$ cat src/rtl/div_pkg.sv
// Shared types for the sequential divider: FSM state encoding and algorithm select codes.
package div_pkg;

  typedef enum logic [2:0] {
    IDLE,
    INIT,
    ITER,
    CORRECT,
    FIXUP,
    DONE
  } state_t;

  localparam logic MODE_RESTORING    = 1'b0;
  localparam logic MODE_NONRESTORING = 1'b1;

endpackage

$ cat src/rtl/div_addsub_stage.sv
// (WIDTH+1)-bit adder/subtractor shared by the iteration and correction steps of the divider.
module div_addsub_stage
  import div_pkg::*;
#(
  parameter int WIDTH = 8
) (
  input  logic [WIDTH:0] i_a,
  input  logic [WIDTH:0] i_b,
  input  logic           i_sub,
  output logic [WIDTH:0] o_sum,
  output logic           o_sign
);

  assign o_sum  = i_sub ? (i_a - i_b) : (i_a + i_b);
  assign o_sign = o_sum[WIDTH];

endmodule

$ cat src/rtl/seq_divider_param.sv
// Multi-cycle WIDTH-bit divider, restoring or non-restoring per operation, with signed support,
// divide-by-zero and signed-overflow flags, behind a start/done/gotResult handshake.
module seq_divider_param
  import div_pkg::*;
#(
  parameter  int WIDTH = 8,
  localparam int CNT_W = $clog2(WIDTH + 1)
) (
  input  logic             clk,
  input  logic             rst,
  input  logic             start,
  input  logic             mode,
  input  logic             signed_op,
  input  logic [WIDTH-1:0] dividend,
  input  logic [WIDTH-1:0] divisor,
  input  logic             gotResult,
  output logic             busy,
  output logic             done,
  output logic [WIDTH-1:0] quotient,
  output logic [WIDTH-1:0] remainder,
  output logic             div_by_zero,
  output logic             overflow
);

  localparam logic [WIDTH-1:0] MIN_NEG = {1'b1, {(WIDTH-1){1'b0}}};

  state_t           r_state;
  state_t           w_state_nxt;
  logic [WIDTH:0]   r_a;
  logic [WIDTH-1:0] r_q;
  logic [WIDTH-1:0] r_m;
  logic [CNT_W-1:0] r_cnt;
  logic             r_mode;
  logic             r_sgn;
  logic [WIDTH-1:0] r_dvd;
  logic [WIDTH-1:0] r_dvs;
  logic             r_neg_q;
  logic             r_neg_r;
  logic [WIDTH-1:0] r_quot;
  logic [WIDTH-1:0] r_rem;
  logic             r_dbz;
  logic             r_ovf;

  logic             w_dvd_neg;
  logic             w_dvs_neg;
  logic [WIDTH-1:0] w_dvd_mag;
  logic [WIDTH-1:0] w_dvs_mag;
  logic             w_dvs_zero;
  logic             w_ovf;
  logic [WIDTH:0]   w_a_sh;
  logic [WIDTH-2:0] w_q_sh;
  logic [WIDTH:0]   w_as_a;
  logic [WIDTH:0]   w_as_b;
  logic             w_as_sub;
  logic [WIDTH:0]   w_as_sum;
  logic             w_as_sign;

  assign w_dvd_neg  = r_sgn & r_dvd[WIDTH-1];
  assign w_dvs_neg  = r_sgn & r_dvs[WIDTH-1];
  assign w_dvd_mag  = w_dvd_neg ? -r_dvd : r_dvd;
  assign w_dvs_mag  = w_dvs_neg ? -r_dvs : r_dvs;
  assign w_dvs_zero = (r_dvs == '0);
  assign w_ovf      = r_sgn && (r_dvd == MIN_NEG) && (r_dvs == '1);
  assign w_a_sh     = {r_a[WIDTH-1:0], r_q[WIDTH-1]};
  assign w_q_sh     = r_q[WIDTH-2:0];
  assign w_as_b     = {1'b0, r_m};

  // ITER works on the shifted A; CORRECT adds M back to the unshifted A.
  always_comb begin
    w_as_a   = w_a_sh;
    w_as_sub = 1'b1;
    if (r_state == CORRECT) begin
      w_as_a   = r_a;
      w_as_sub = 1'b0;
    end else if (r_mode == MODE_NONRESTORING) begin
      w_as_sub = ~r_a[WIDTH];
    end
  end

  div_addsub_stage #(.WIDTH(WIDTH)) u_addsub (
    .i_a    (w_as_a),
    .i_b    (w_as_b),
    .i_sub  (w_as_sub),
    .o_sum  (w_as_sum),
    .o_sign (w_as_sign)
  );

  always_ff @(posedge clk) begin
    if (rst) r_state <= IDLE;
    else     r_state <= w_state_nxt;
  end

  // A zero divisor skips the iterations; FIXUP is the single load point for the result registers.
  always_comb begin
    w_state_nxt = r_state;
    case (r_state)
      IDLE:    if (start) w_state_nxt = INIT;
      INIT:    w_state_nxt = w_dvs_zero ? FIXUP : ITER;
      ITER:    if (r_cnt == CNT_W'(1)) w_state_nxt = CORRECT;
      CORRECT: w_state_nxt = FIXUP;
      FIXUP:   w_state_nxt = DONE;
      DONE:    if (gotResult) w_state_nxt = IDLE;
      default: w_state_nxt = IDLE;
    endcase
  end

  always_comb begin
    busy = (r_state == INIT) || (r_state == ITER) || (r_state == CORRECT) || (r_state == FIXUP);
    done = (r_state == DONE);
  end

  always_ff @(posedge clk) begin
    if (rst) begin
      r_a     <= '0;
      r_q     <= '0;
      r_m     <= '0;
      r_cnt   <= '0;
      r_mode  <= 1'b0;
      r_sgn   <= 1'b0;
      r_dvd   <= '0;
      r_dvs   <= '0;
      r_neg_q <= 1'b0;
      r_neg_r <= 1'b0;
      r_quot  <= '0;
      r_rem   <= '0;
      r_dbz   <= 1'b0;
      r_ovf   <= 1'b0;
    end else begin
      case (r_state)
        IDLE: begin
          if (start) begin
            r_dvd  <= dividend;
            r_dvs  <= divisor;
            r_mode <= mode;
            r_sgn  <= signed_op;
          end
        end
        INIT: begin
          r_a     <= '0;
          r_m     <= w_dvs_mag;
          r_q     <= w_dvd_mag;
          r_cnt   <= CNT_W'(WIDTH);
          r_neg_q <= w_dvd_neg ^ w_dvs_neg;
          r_neg_r <= w_dvd_neg;
        end
        ITER: begin
          r_cnt <= r_cnt - CNT_W'(1);
          if (r_mode == MODE_RESTORING) begin
            if (!w_as_sign) begin
              r_a <= w_as_sum;
              r_q <= {w_q_sh, 1'b1};
            end else begin
              r_a <= w_a_sh;
              r_q <= {w_q_sh, 1'b0};
            end
          end else begin
            r_a <= w_as_sum;
            r_q <= {w_q_sh, ~w_as_sign};
          end
        end
        CORRECT: begin
          if ((r_mode == MODE_NONRESTORING) && r_a[WIDTH]) r_a <= w_as_sum;
        end
        FIXUP: begin
          if (w_dvs_zero) begin
            r_quot <= '1;
            r_rem  <= r_dvd;
            r_dbz  <= 1'b1;
            r_ovf  <= 1'b0;
          end else if (w_ovf) begin
            r_quot <= MIN_NEG;
            r_rem  <= '0;
            r_dbz  <= 1'b0;
            r_ovf  <= 1'b1;
          end else begin
            r_quot <= r_neg_q ? -r_q : r_q;
            r_rem  <= r_neg_r ? -r_a[WIDTH-1:0] : r_a[WIDTH-1:0];
            r_dbz  <= 1'b0;
            r_ovf  <= 1'b0;
          end
        end
        default: ;
      endcase
    end
  end

  assign quotient    = r_quot;
  assign remainder   = r_rem;
  assign div_by_zero = r_dbz;
  assign overflow    = r_ovf;

endmodule
$ cat config.mk
export PLATFORM = sky130hd
export DESIGN_NAME = seq_divider_param
export DESIGN_NICKNAME = d
export VERILOG_FILES = /design/src/rtl/div_pkg.sv /design/src/rtl/div_addsub_stage.sv /design/src/rtl/seq_divider_param.sv
export SDC_FILE = /design/constraint.sdc
export NUM_CORES = 1
export LEC_CHECK = 0
export ABC_AREA = 0
export BUFFER_PORTS_ARGS = -buffer_cell sky130_fd_sc_hd__buf_4
export CAP_MARGIN = 15
export CORE_UTILIZATION = 35
export CTS_CLUSTER_DIAMETER = 120
export DETAILED_ROUTE_END_ITERATION = 10
export SKIP_CTS_REPAIR_TIMING = 1
export SKIP_LAST_GASP = 1
export SLEW_MARGIN = 30
export SYNTH_ARGS = -nofsm -noshare
export SYNTH_HDL_FRONTEND = slang
export SYNTH_HIERARCHICAL = 1
export SYNTH_SLANG_ARGS = --single-unit
$ cat constraint.sdc
create_clock -name clk -period 4.9 [get_ports clk]
set_clock_uncertainty 0.15 [all_clocks]
set_input_delay 0.245 -clock clk [delete_from_list [all_inputs] [get_ports clk]]
set_output_delay 0.245 -clock clk [all_outputs]
set_load 0.01 [all_outputs]
Yosys cells after proc, flatten, opt, wreduce, memory -nomap -nowiden

Index checks and enable logic that the tools add are counted.
Widths: inputs -> output; s select.

Register bits after elaboration: 70
Input bits: 22
Output and inout port bits: 20
Logic and storage cells: 80

$add $sub $neg: 7
Equal/unequal tests: 12
Muxes and demuxes: 28
Bitwise gates (word level): 5
Reduce and logical (&&, ||, !) cells: 13

Operators with widths:

| kind                | number |
|---|---|
| $mux 8              | 8 |
| $mux 9              | 5 |
| $neg 8->8           | 4 |
| $pmux 9 s3          | 1 |
| $pmux 3 s6          | 1 |
| $eq 8x8->1 const B  | 2 |
| $pmux 8 s2          | 1 |
| $mux 3              | 4 |
| $add 9x8->9         | 1 |
| $sub 9x8->9         | 1 |
| $logic_not 8->1     | 1 |
| $pmux 4 s2          | 1 |
| $mux 1              | 7 |
| $eq 3x2->1 const B  | 2 |
| $eq 3x3->1 const B  | 2 |
| $ne 2x2->1 const B  | 3 |
| $eq 4x1->1 const B  | 1 |
| $reduce_and 2->1    | 2 |
| $sub 4x1->4 const B | 1 |
| $eq 3x1->1 const B  | 1 |
| $logic_and 1x1->1   | 3 |
| $logic_not 3->1     | 1 |
| $logic_or 1x1->1    | 3 |
| $reduce_and 3->1    | 1 |
| other kinds (6)     | 8 |

Logic depth before layout (Yosys ltp)

Gate-level depths: netlist of the first run.

Depth in word-level cells: 7
Depth in mapped cells: 18
Gate-level depth less buffers: 16

Hierarchy

Netlist of the first run, hierarchy kept.

Modules (own cells, without submodules):

| module            | instances | cells an instance | area an instance (um2) | seq. area each (um2) |
|---|---|---|---|---|
| seq_divider_param | 1         | 463               | 3,694.8                | 1,401.3 |
| div_addsub_stage  | 1         | 69                | 531.8                  | 0.0 |

Worst setup path after synthesis of the first run

No wires, ideal clock.

Path type: register -> register
From: register r_state[1]
To: register r_a[0]
Library setup time: 86 ps
Arrival time: 3,746 ps
Required time: 4,664 ps
Slack: 919 ps
Cell stages (with the launch flop): 18
Path buffers: 2
Period minus slack after synthesis: 3,981 ps
Cell sequence: dfxtp_1 -> buf_2 -> inv_1 -> nor2_1 -> nand2_1 -> and2_1 -> clkbuf_1 -> mux2_2 -> fa_1 -> nor2b_4 -> o31a_1 -> nand2b_4 -> a31oi_4 -> xnor2_1 -> nor3b_1 -> nor3_1 -> a22oi_1 -> a211oi_1

Elaborated cells on any way between the ends: 15
Those cells by class: 2 x add/sub; 4 x eq/ne; 7 x mux; 2 x reduce/logical

RTL lines:

| what                   | line                     | text |
|---|---|---|
| start, declared        | seq_divider_param.sv:27  | `state_t r_state;` |
| start signal, assigned | seq_divider_param.sv:90  | `else r_state <= w_state_nxt;` |
| $eq 3x2->1             | seq_divider_param.sv:72  | `if (r_state == CORRECT) begin` |
| $mux 1                 | seq_divider_param.sv:72  |  |
| named net w_as_sub     | seq_divider_param.sv:54  | `logic w_as_sub;` |
| $mux 9                 | div_addsub_stage.sv:14   | `assign o_sum = i_sub ? (i_a - i_b) : (i_a + i_b);` |
| named net w_as_sign    | seq_divider_param.sv:56  | `logic w_as_sign;` |
| $mux 9                 | seq_divider_param.sv:149 | `if (!w_as_sign) begin` |
| $mux 9                 | seq_divider_param.sv:148 | `if (r_mode == MODE_RESTORING) begin` |
| $pmux 9 s3             | seq_divider_param.sv:129 | `case (r_state)` |
| end signal, assigned   | seq_divider_param.sv:150 | `r_a <= w_as_sum;` |
| end signal, assigned   | seq_divider_param.sv:153 | `r_a <= w_a_sh;` |
| end signal, assigned   | seq_divider_param.sv:157 | `r_a <= w_as_sum;` |
| end, declared          | seq_divider_param.sv:29  | `logic [WIDTH:0] r_a;` |

The timed path passes the listed nets, and every way through them passes these cells. The select of a mux whose other input is x is not followed.
A chain may end at the register's enable or synchronous reset.

Final worst setup path of the first run

From: register r_state[1]
To: register r_a[7]

Same word-level chain as after synthesis.

==> results.txt, run 1 <==
- Run status: complete, but fails checks
- Failing checks: design-rule violations
- Once layout is complete, the utilization of the core stands at 42.1%.
- The number of hold violations in the final report was 0.
- Timing would allow up to 226 MHz.
- By startpoint and endpoint, the worst setup path is classified as reg -> reg.
- Clock latency on the worst-skew pair, taken at its later pin, is 330 ps.
- Total of fill cells in the finished design: 1172
- Main area contributors after synthesis: sky130_fd_sc_hd__dfxtp_1 33%, sky130_fd_sc_hd__a21oi_1 6.7%, sky130_fd_sc_hd__nand2_1 5.9%
- Arrival time of the worst setup path: 4500 ps
- In the routed design, unresolved DRC markers number 4.
* Most common flop cell mapped by yosys: sky130_fd_sc_hd__dfxtp_1
- CP max stage delay: 560 ps
- For this configuration, the core starts out at a cell density of 36.4%.
- The H-tree generated during clock tree synthesis spans 3 levels.
* Cell internal power dissipation: 1370 uW
* Syn_nets: 571
- The share of total power dissipated in sequential elements is 35.3%.
- Proportion of total power due to net switching: 35.2%
- Worst hold slack: 8.47 ps
- Maximum capacitance violations: 0
- Overall power consumption after layout is estimated at 2120 uW.
- Counting every instance in the synthesized netlist gives 532.
- Horizontal die dimension: 112 um
- Pwr Density: 432 nW/um^2
- Wires add up to 10.8 mm.
- Data on the critical path is required at its endpoint by 4980 ps.
- Yosys printed 6 warnings.
- In this run the power spent charging and discharging nets is 745 uW.
- Most used standard cells in the synthesized netlist: 70 x sky130_fd_sc_hd__dfxtp_1, 66 x sky130_fd_sc_hd__nand2_1, 57 x sky130_fd_sc_hd__a21oi_1
- Vias per cell: 5.48
- Counting along the longest clock path gives a buffer depth of 2.
- The first global-routing pass estimated 18.4 mm of wire.
* Area used by sequential logic in the layout: 1400 um^2
- Detailed routing inserted a total of 3822 vias.
- Along the worst path, the maximum fanout reaches 12.
- The clock network burns 30.9% of the power.
- Measured along the y axis, the die boundary spans 112 um.
- VDD sags by at most 0.170 mV.
- Top cell type's share of synthesized area: 33.2%
- Final Setup Violations: 0
* I/O pin cnt: 42
- After detailed placement, the design holds a cell count of 682.
* Fraction of layout cells with a size suffix above 1: 15.9%
* Cell with the largest stage delay on the worst path: sky130_fd_sc_hd__dfxtp_1
- Of the synthesized area, sequential elements account for 33.2%.
- Top-count cell post-synth: sky130_fd_sc_hd__dfxtp_1
* Critical Path Source Type: flop
* Filler-free cell count of the finished design: 698
* Post-route ant nets: 0
- The mapped netlist covers 4230 um^2.
* Tot GR Track Use: 18.2%
* Initial antenna violation count: 0
- 0 antenna diodes ended up in the layout.
- The worst setup path is captured at a flop.
- Relative to the synthesized area, the layout overhead comes to 15.8%.
- Entering global routing, the biggest net connects 71 pins.
- Drt initial violations: 217
* # port buffers: 41
- In this run the tightest slew margin relative to its limit is 38.9%.
- Total Nets Final: 589
- At the pin with the least slew margin, the transition time is 912 ps.
* Number of clock sinks: 70
- Summed over all instances, the cell type with the most area after synthesis is sky130_fd_sc_hd__dfxtp_1.
* Wire length per cell after detailed routing: 15.5 um
- After synthesis the netlist holds a flip-flop and latch count of 70.
* Global route total overflow: 0
* Final min period: 4420 ps
- The count of final max-slew check failures is 0.
* Floorplan Core Area: 11600 um^2
* Fraction of registers with async set/reset: 0%
- Number of clock buffers inserted by TritonCTS: 9
* Final weighted congestion in routability-driven placement: 0.891
- Adding up every negative setup slack in the final design gives 0 ps.
* RSZ-0062 raised after global routing: false
* Ordered list of cells on the worst path: inv_1 -> nor2_1 -> nand2_1 -> and2_1 -> mux2_2 -> fa_1 -> nor2b_4 -> o31a_1 -> nand2b_4 -> a31oi_4 -> xnor2_1 -> nor3b_1 -> nor3_2 -> a22oi_1 -> a211oi_1
- In this run the static leakage power is 0.00178 uW.
- The root buffer cell chosen for the clock tree is sky130_fd_sc_hd__clkbuf_16.
- In this run, synthesis inferred 0 flip-flops with an integrated enable.
- Num rows: 39
- TritonCTS built the clock tree.
- Post-Synthesis Mean Instance Area: 7.94 um^2
- The die covers 12500 um^2.
* Placed wire-length estimate after detailed placement: 7.95 mm
- Post-route fraction of the period consumed by the critical path: 90.2%
* Via count of the first global-routing pass: 3617
- Number of detailed-routing iterations run before antenna repair: 7
- Combinational fraction of design power: 33.8%
* Library cells used by synthesis: 65
- Multi-input gate area in the final layout: 2580 um^2
* HP Class: in -> reg
- Clock-pin slew reported for the worst setup and hold paths after clock tree synthesis: 60 ps
placed cells by master, fill, tap and decap left out, types with 4 or more instances in the layout:
| cell type | Yosys | final |
|---|---|---|
| sky130_fd_sc_hd__a31oi_1 | 9 | 9 |
| sky130_fd_sc_hd__nand3_1 | 6 | 6 |
| sky130_fd_sc_hd__a21oi_1 | 57 | 57 |
| sky130_fd_sc_hd__or3_1 | 5 | 5 |
| sky130_fd_sc_hd__mux2_2 | 11 | 11 |
| sky130_fd_sc_hd__nor2_1 | 46 | 46 |
| sky130_fd_sc_hd__clkbuf_16 | 0 | 9 |
| sky130_fd_sc_hd__a22oi_1 | 16 | 16 |
| sky130_fd_sc_hd__o21a_1 | 5 | 5 |
| sky130_fd_sc_hd__nor3_1 | 16 | 15 |
| sky130_fd_sc_hd__nor4_1 | 5 | 5 |
| sky130_fd_sc_hd__nor3b_2 | 4 | 5 |
| sky130_fd_sc_hd__nand2_1 | 66 | 66 |
| sky130_fd_sc_hd__xnor2_1 | 25 | 25 |
| sky130_fd_sc_hd__o31ai_1 | 7 | 7 |
| sky130_fd_sc_hd__ha_1 | 16 | 16 |
| sky130_fd_sc_hd__inv_1 | 27 | 27 |
| sky130_fd_sc_hd__dfxtp_1 | 70 | 70 |
| sky130_fd_sc_hd__buf_4 | 1 | 44 |
| sky130_fd_sc_hd__o21ai_0 | 11 | 11 |
| sky130_fd_sc_hd__and2_1 | 6 | 6 |
| sky130_fd_sc_hd__xor2_1 | 4 | 4 |
| sky130_fd_sc_hd__a211oi_1 | 11 | 11 |
| sky130_fd_sc_hd__o22ai_1 | 7 | 7 |
metal layers:
layer  track usage (%)  part of all wire, %  vias up
met4              5.32                  1.5        0
met2              27.1                   43      115
met5                 0                    0        -
li1                  -                    -     1921
met3              4.19                  5.9       16
met1              26.0                   50     1770
critical path, delay by kind of cell, from the launching register on:
| family | cells | cell delay [ps] |
|---|---|---|
| simple gates | 7 | 1720 |
| fa+ha+maj | 1 | 470 |
| flops | 1 | 560 |
| compound gates | 4 | 710 |
| buf+inv | 1 | 180 |
| mux | 1 | 340 |
| xor+xnor | 1 | 170 |
worst paths after layout:
check / slack (ps) / from / end / depth (start not counted)
max: 480 / r_state[1] / r_a[7] / 15
min: 8 / divisor[4] / r_dvs[4] / 3
max reg2reg: 480 / r_state[1] / r_a[7] / 15
min reg2reg: 310 / div_by_zero / div_by_zero / 2
sequential cells by signal, indices dropped and copies added (netlist names):
register / flops
r_sgn: 1
r_a: 9
r_neg_q: 1
r_cnt: 4
quotient: 8
r_q: 8
r_mode: 1
r_dvd: 8
div_by_zero: 1
r_state: 3
overflow: 1
r_dvs: 8
remainder: 8
r_neg_r: 1
r_m: 8
layout make-up:
cell class	count	area share, %
well taps	143	3.66
clock buffers	11	4.96
repair buffers	44	6.75
flip-flops and latches	70	28.6
inverters	27	2.07
clock inverters	5	1.20
multi-input cells	398	52.7
power by group through the flow:
| stage | logic (uW) | clock network, uW | registers, uW |
|---|---|---|---|
| finish | 716 | 654 | 747 |
| global route | 802 | 690 | 760 |
| CTS | 712 | 667 | 744 |
| detailed placement | 708 | 0 | 755 |
| global placement | 695 | 0 | 751 |
| floorplan | 598 | 0 | 701 |
per-stage QoR:
step | worst slack, ps | instance area [um^2]
final | 482 | 4890
after global routing | 141 | 4890
after CTS | 272 | 4890
after detailed placement | 331 | 4590
after global placement | 549 | 4590
after floorplan | 919 | 4230
cells by family after synthesis:
| logic type | synth area share [%] |
|---|---|
| buf+inv | 6.04 |
| simple gates | 21.8 |
| fa+ha+maj | 5.21 |
| xor+xnor | 6.01 |
| flops | 33.2 |
| compound gates | 24.1 |
| mux | 3.64 |
| other cells | 0.0887 |
No activity file was read; power rests on OpenSTA's default activity.
==> run 2, diff against run 1 <==
Settings changed: CORE_MARGIN set to 5.
==> run 2 against run 1 <==
Compared with the run above: the flow now finishes without violations; setup slack better by 11 ps; total power up 1.5%; non-clock buffer count did not move; clock power is 4.4% higher; sequential share of layout area is 0.14 points lower; wire length increased by 2.4%; flip-flop and latch count is the same; global-route usage shrank 2.7 points; fmax increased by 0.25%; clock-buffer cell count increased by 1; register-to-register slack is essentially flat; critical path depth did not move; critical endpoint is now r_a[5]; largest cell class unchanged; largest power group unchanged.
==> results.txt, run 2 (synthesized netlist as in run 1, its figures left out) <==
- Critical Path Source Type: flop
- Final antenna diode count: 0 (unchanged)
* # port buffers: 41 (unchanged)
- Critical path type: reg -> reg
* Wire length per cell after detailed routing: 15.8 um (+1.8%)
* Overall Power: 2150 uW (+1.5%)
* HP Class: in -> reg
* Height of the chip: 120 um (+7.1%)
- The number of DRC markers in iteration 0 is 229 (+5.5%).
- The maximum VDD drop came to 0.175 mV (+3.0%).
- Biggest register: r_a
- The chip width came to 120 um (+7.1%).
* Clk Latency, worst-skew pair: 330 ps (about the same)
- Number of detailed-routing iterations run before antenna repair: 6 (-1)
* Via count of the first global-routing pass: 3543 (-2.0%)
- The highest attainable clock frequency came to 227 MHz (+0.25%).
- The final design area excluding fillers was 4920 um^2 (+0.49%).
- RSZ-0062 raised after global routing: false
- The number of placed cells counting well taps is 686 (+0.59%).
- Slack of the worst reg-to-reg path: 490 ps (about the same)
- Global route total overflow: 0 (unchanged)
* Crit path top cell by count: sky130_fd_sc_hd__mux2_2
- Clock-pin slew reported for the worst setup and hold paths after clock tree synthesis: 60 ps (about the same)
* Cell family with most CP delay: simple AND/OR/NAND/NOR gates
* Hold Vio Cnt, Final: 0 (unchanged)
* Post-route ant nets: 0 (unchanged)
- Combinational fraction of design power: 33.5% (-0.3 points)
- The run finished with clean final reports.
- The summed negative setup slack over all endpoints is 0 ps (unchanged).
* Total Nets Final: 589 (unchanged)
- Maximum capacitance violations: 0 (unchanged)
- Pwr Density: 437 nW/um^2 (+1.1%)
- The count of final max-slew check failures is 0 (unchanged).
- Arrival time of the worst setup path: 4440 ps (-60 ps)
- The maximum level of the CTS H-tree came to 3 (unchanged).
* Pin count of the biggest net entering global routing: 71 (unchanged)
- NetSw: 750 uW (+0.63%)
* Via count: 3824 (+0.052%)
- Cell at the root of the clock tree: sky130_fd_sc_hd__clkbuf_16
* Initial antenna violation count: 0 (unchanged)
* I/O pin cnt: 42 (unchanged)
* Total of fill cells in the finished design: 1228 (+4.8%)
- Number of clock sinks: 70 (unchanged)
* Vias per cell: 5.45 (-0.52%)
- Highest fanout seen on the critical path: 12 (unchanged)
* Final min period: 4410 ps (-11.1 ps)
- Clock tree from TritonCTS: done
* Cell depth of the worst min-delay path: 3 (unchanged)
* Placed wire-length estimate after detailed placement: 8.13 mm (+2.2%)
- The remaining design rule violation count is 0 (-4).
- The number of buffers between clock root and the deepest sink is 2 (unchanged).
- The initial core utilization is 35.5% (-0.91 points).
- Slew at the pin with the worst max-slew slack: 896 ps (-16.3 ps)
- The share of cells above drive strength 1 came to 16.0% (+0.18 points).
- The worst path buffer plus inverter count was 1 (unchanged).
* CP Capture Type: flop
- Layout overhead on the synthesized area: 16.3%
- Sequential Power Share: 34.7% (-0.6 points)
- The number of flip-flops in the largest register is 9 (unchanged).
* Die footprint: 14400 um^2 (+15%)
- Post-route fraction of the period consumed by the critical path: 89.9% (-0.23 points)
- The required time reported for the critical path endpoint came to 4930 ps (-50 ps).
- Ordered list of cells on the worst path: inv_1 -> nor2_1 -> nand2_1 -> and2_1 -> mux2_2 -> fa_1 -> nor2b_4 -> o31a_1 -> nand2b_4 -> a31oi_4 -> xnor2_1 -> nor3b_1 -> mux2_2 -> nand3_1 -> a21oi_1
- The depth of the critical timing path with buffers and inverters included is 15 (unchanged).
- Leading cell types in the layout, fill and taps excluded: 70 x sky130_fd_sc_hd__dfxtp_1, 66 x sky130_fd_sc_hd__nand2_1, 57 x sky130_fd_sc_hd__a21oi_1
- Commonest non-fill, non-tap cell in the layout: sky130_fd_sc_hd__dfxtp_1
- Depth of the worst register-to-register path: 15 (unchanged)
- The fraction of power consumed by the clock network is 31.8% (+0.9 points).
* Final weighted congestion in routability-driven placement: 0.859 (-3.5%)
- Worst-case headroom to the max-slew limit: 40.0% (+1.1 points)
* Number of clock buffers inserted by TritonCTS: 9 (unchanged)
- Cell with the largest stage delay on the worst path: sky130_fd_sc_hd__dfxtp_1
* Floorplan Core Area: 11900 um^2 (+2.6%)
- The global router's overall resource usage was 15.5% (-2.7 points).
- The count of placed standard cells in the final layout, fillers left out was 702 (+0.57%).
- Post-placement cell area: 4590 um^2 (+0.11%)
* Leakage dissipation: 0.00179 uW (+0.52%)
- The setup violation total in the final timing report was 0 (unchanged).
- The row count was 40 (+2.6%).
- The first-pass GRT wire length came to 18.2 mm (-1.1%).
* CP max stage delay: 540 ps (-20 ps)
* Final routed wirelength across all metal layers: 11.1 mm (+2.4%)
* Proportion of total power due to net switching: 34.9% (-0.32 points)
- The internal portion of total power was 1400 uW (+2.0%).
==> run 2: cell types whose count changed in the layout (fill, tap and decap cells not counted), sizes merged <==
cell	change
clkinv	-1
clkbuf	+1
==> run 2: through the flow <==
stage / setup WS, ps / hold WS (ps) / util [%]
2_1_floorplan: 919 / 231 / -
3_3_place_gp: 570 / 297 / 38.6
3_5_place_dp: 352 / 318 / 38.6
4_1_cts: 331 / -1.05 / 41.2
5_1_grt: 184 / 0.774 / 41.3
6_report: 493 / 9.34 / 41.3
==> run 2: worst reg2reg max path, cell delays in order (launching register included) <==
cell and delay, ps:
sky130_fd_sc_hd__dfxtp_1 540, sky130_fd_sc_hd__inv_1 170, sky130_fd_sc_hd__nor2_1 170, sky130_fd_sc_hd__nand2_1 280, sky130_fd_sc_hd__and2_1 350, sky130_fd_sc_hd__mux2_2 330, sky130_fd_sc_hd__fa_1 480, sky130_fd_sc_hd__nor2b_4 140
sky130_fd_sc_hd__o31a_1 170, sky130_fd_sc_hd__nand2b_4 150, sky130_fd_sc_hd__a31oi_4 80, sky130_fd_sc_hd__xnor2_1 300, sky130_fd_sc_hd__nor3b_1 390, sky130_fd_sc_hd__mux2_2 390, sky130_fd_sc_hd__nand3_1 90, sky130_fd_sc_hd__a21oi_1 80
==> run 2: power groups by stage <==
| stage | logic (uW) | clock network [uW] | registers, uW |
|---|---|---|---|
| floorplan | 598 | 0 | 701 |
| global placement | 699 | 0 | 751 |
| detailed placement | 713 | 0 | 756 |
| CTS | 718 | 695 | 744 |
| global route | 809 | 720 | 757 |
| finish | 721 | 683 | 746 |
==> run 2: metal layers <==
layer  global-route usage [%]  vias up  share of wire (%)
met5                        0        -                  0
met4                     3.29        0               0.88
met3                     3.68        8                5.4
met2                     23.8       85                 44
met1                     22.2     1801                 49
li1                         -     1930                  -
==> run 2: final timing paths <==
check	from	to
worst min register to register	r_cnt[3]	r_cnt[3]
worst min-delay path	mode	r_mode
worst max-delay path	r_state[1]	r_a[5]
worst max register to register	r_state[1]	r_a[5]
==> run 2: final cells by class <==
class	count	area [um^2]	area share [%]
clock buffer	12	267	5.42
clock inverter	4	53.8	1.09
inverter	27	101	2.06
multi-input combinational	398	2580	52.5
sequential	70	1400	28.5
tap	147	184	3.74
timing repair buffer	44	330	6.72
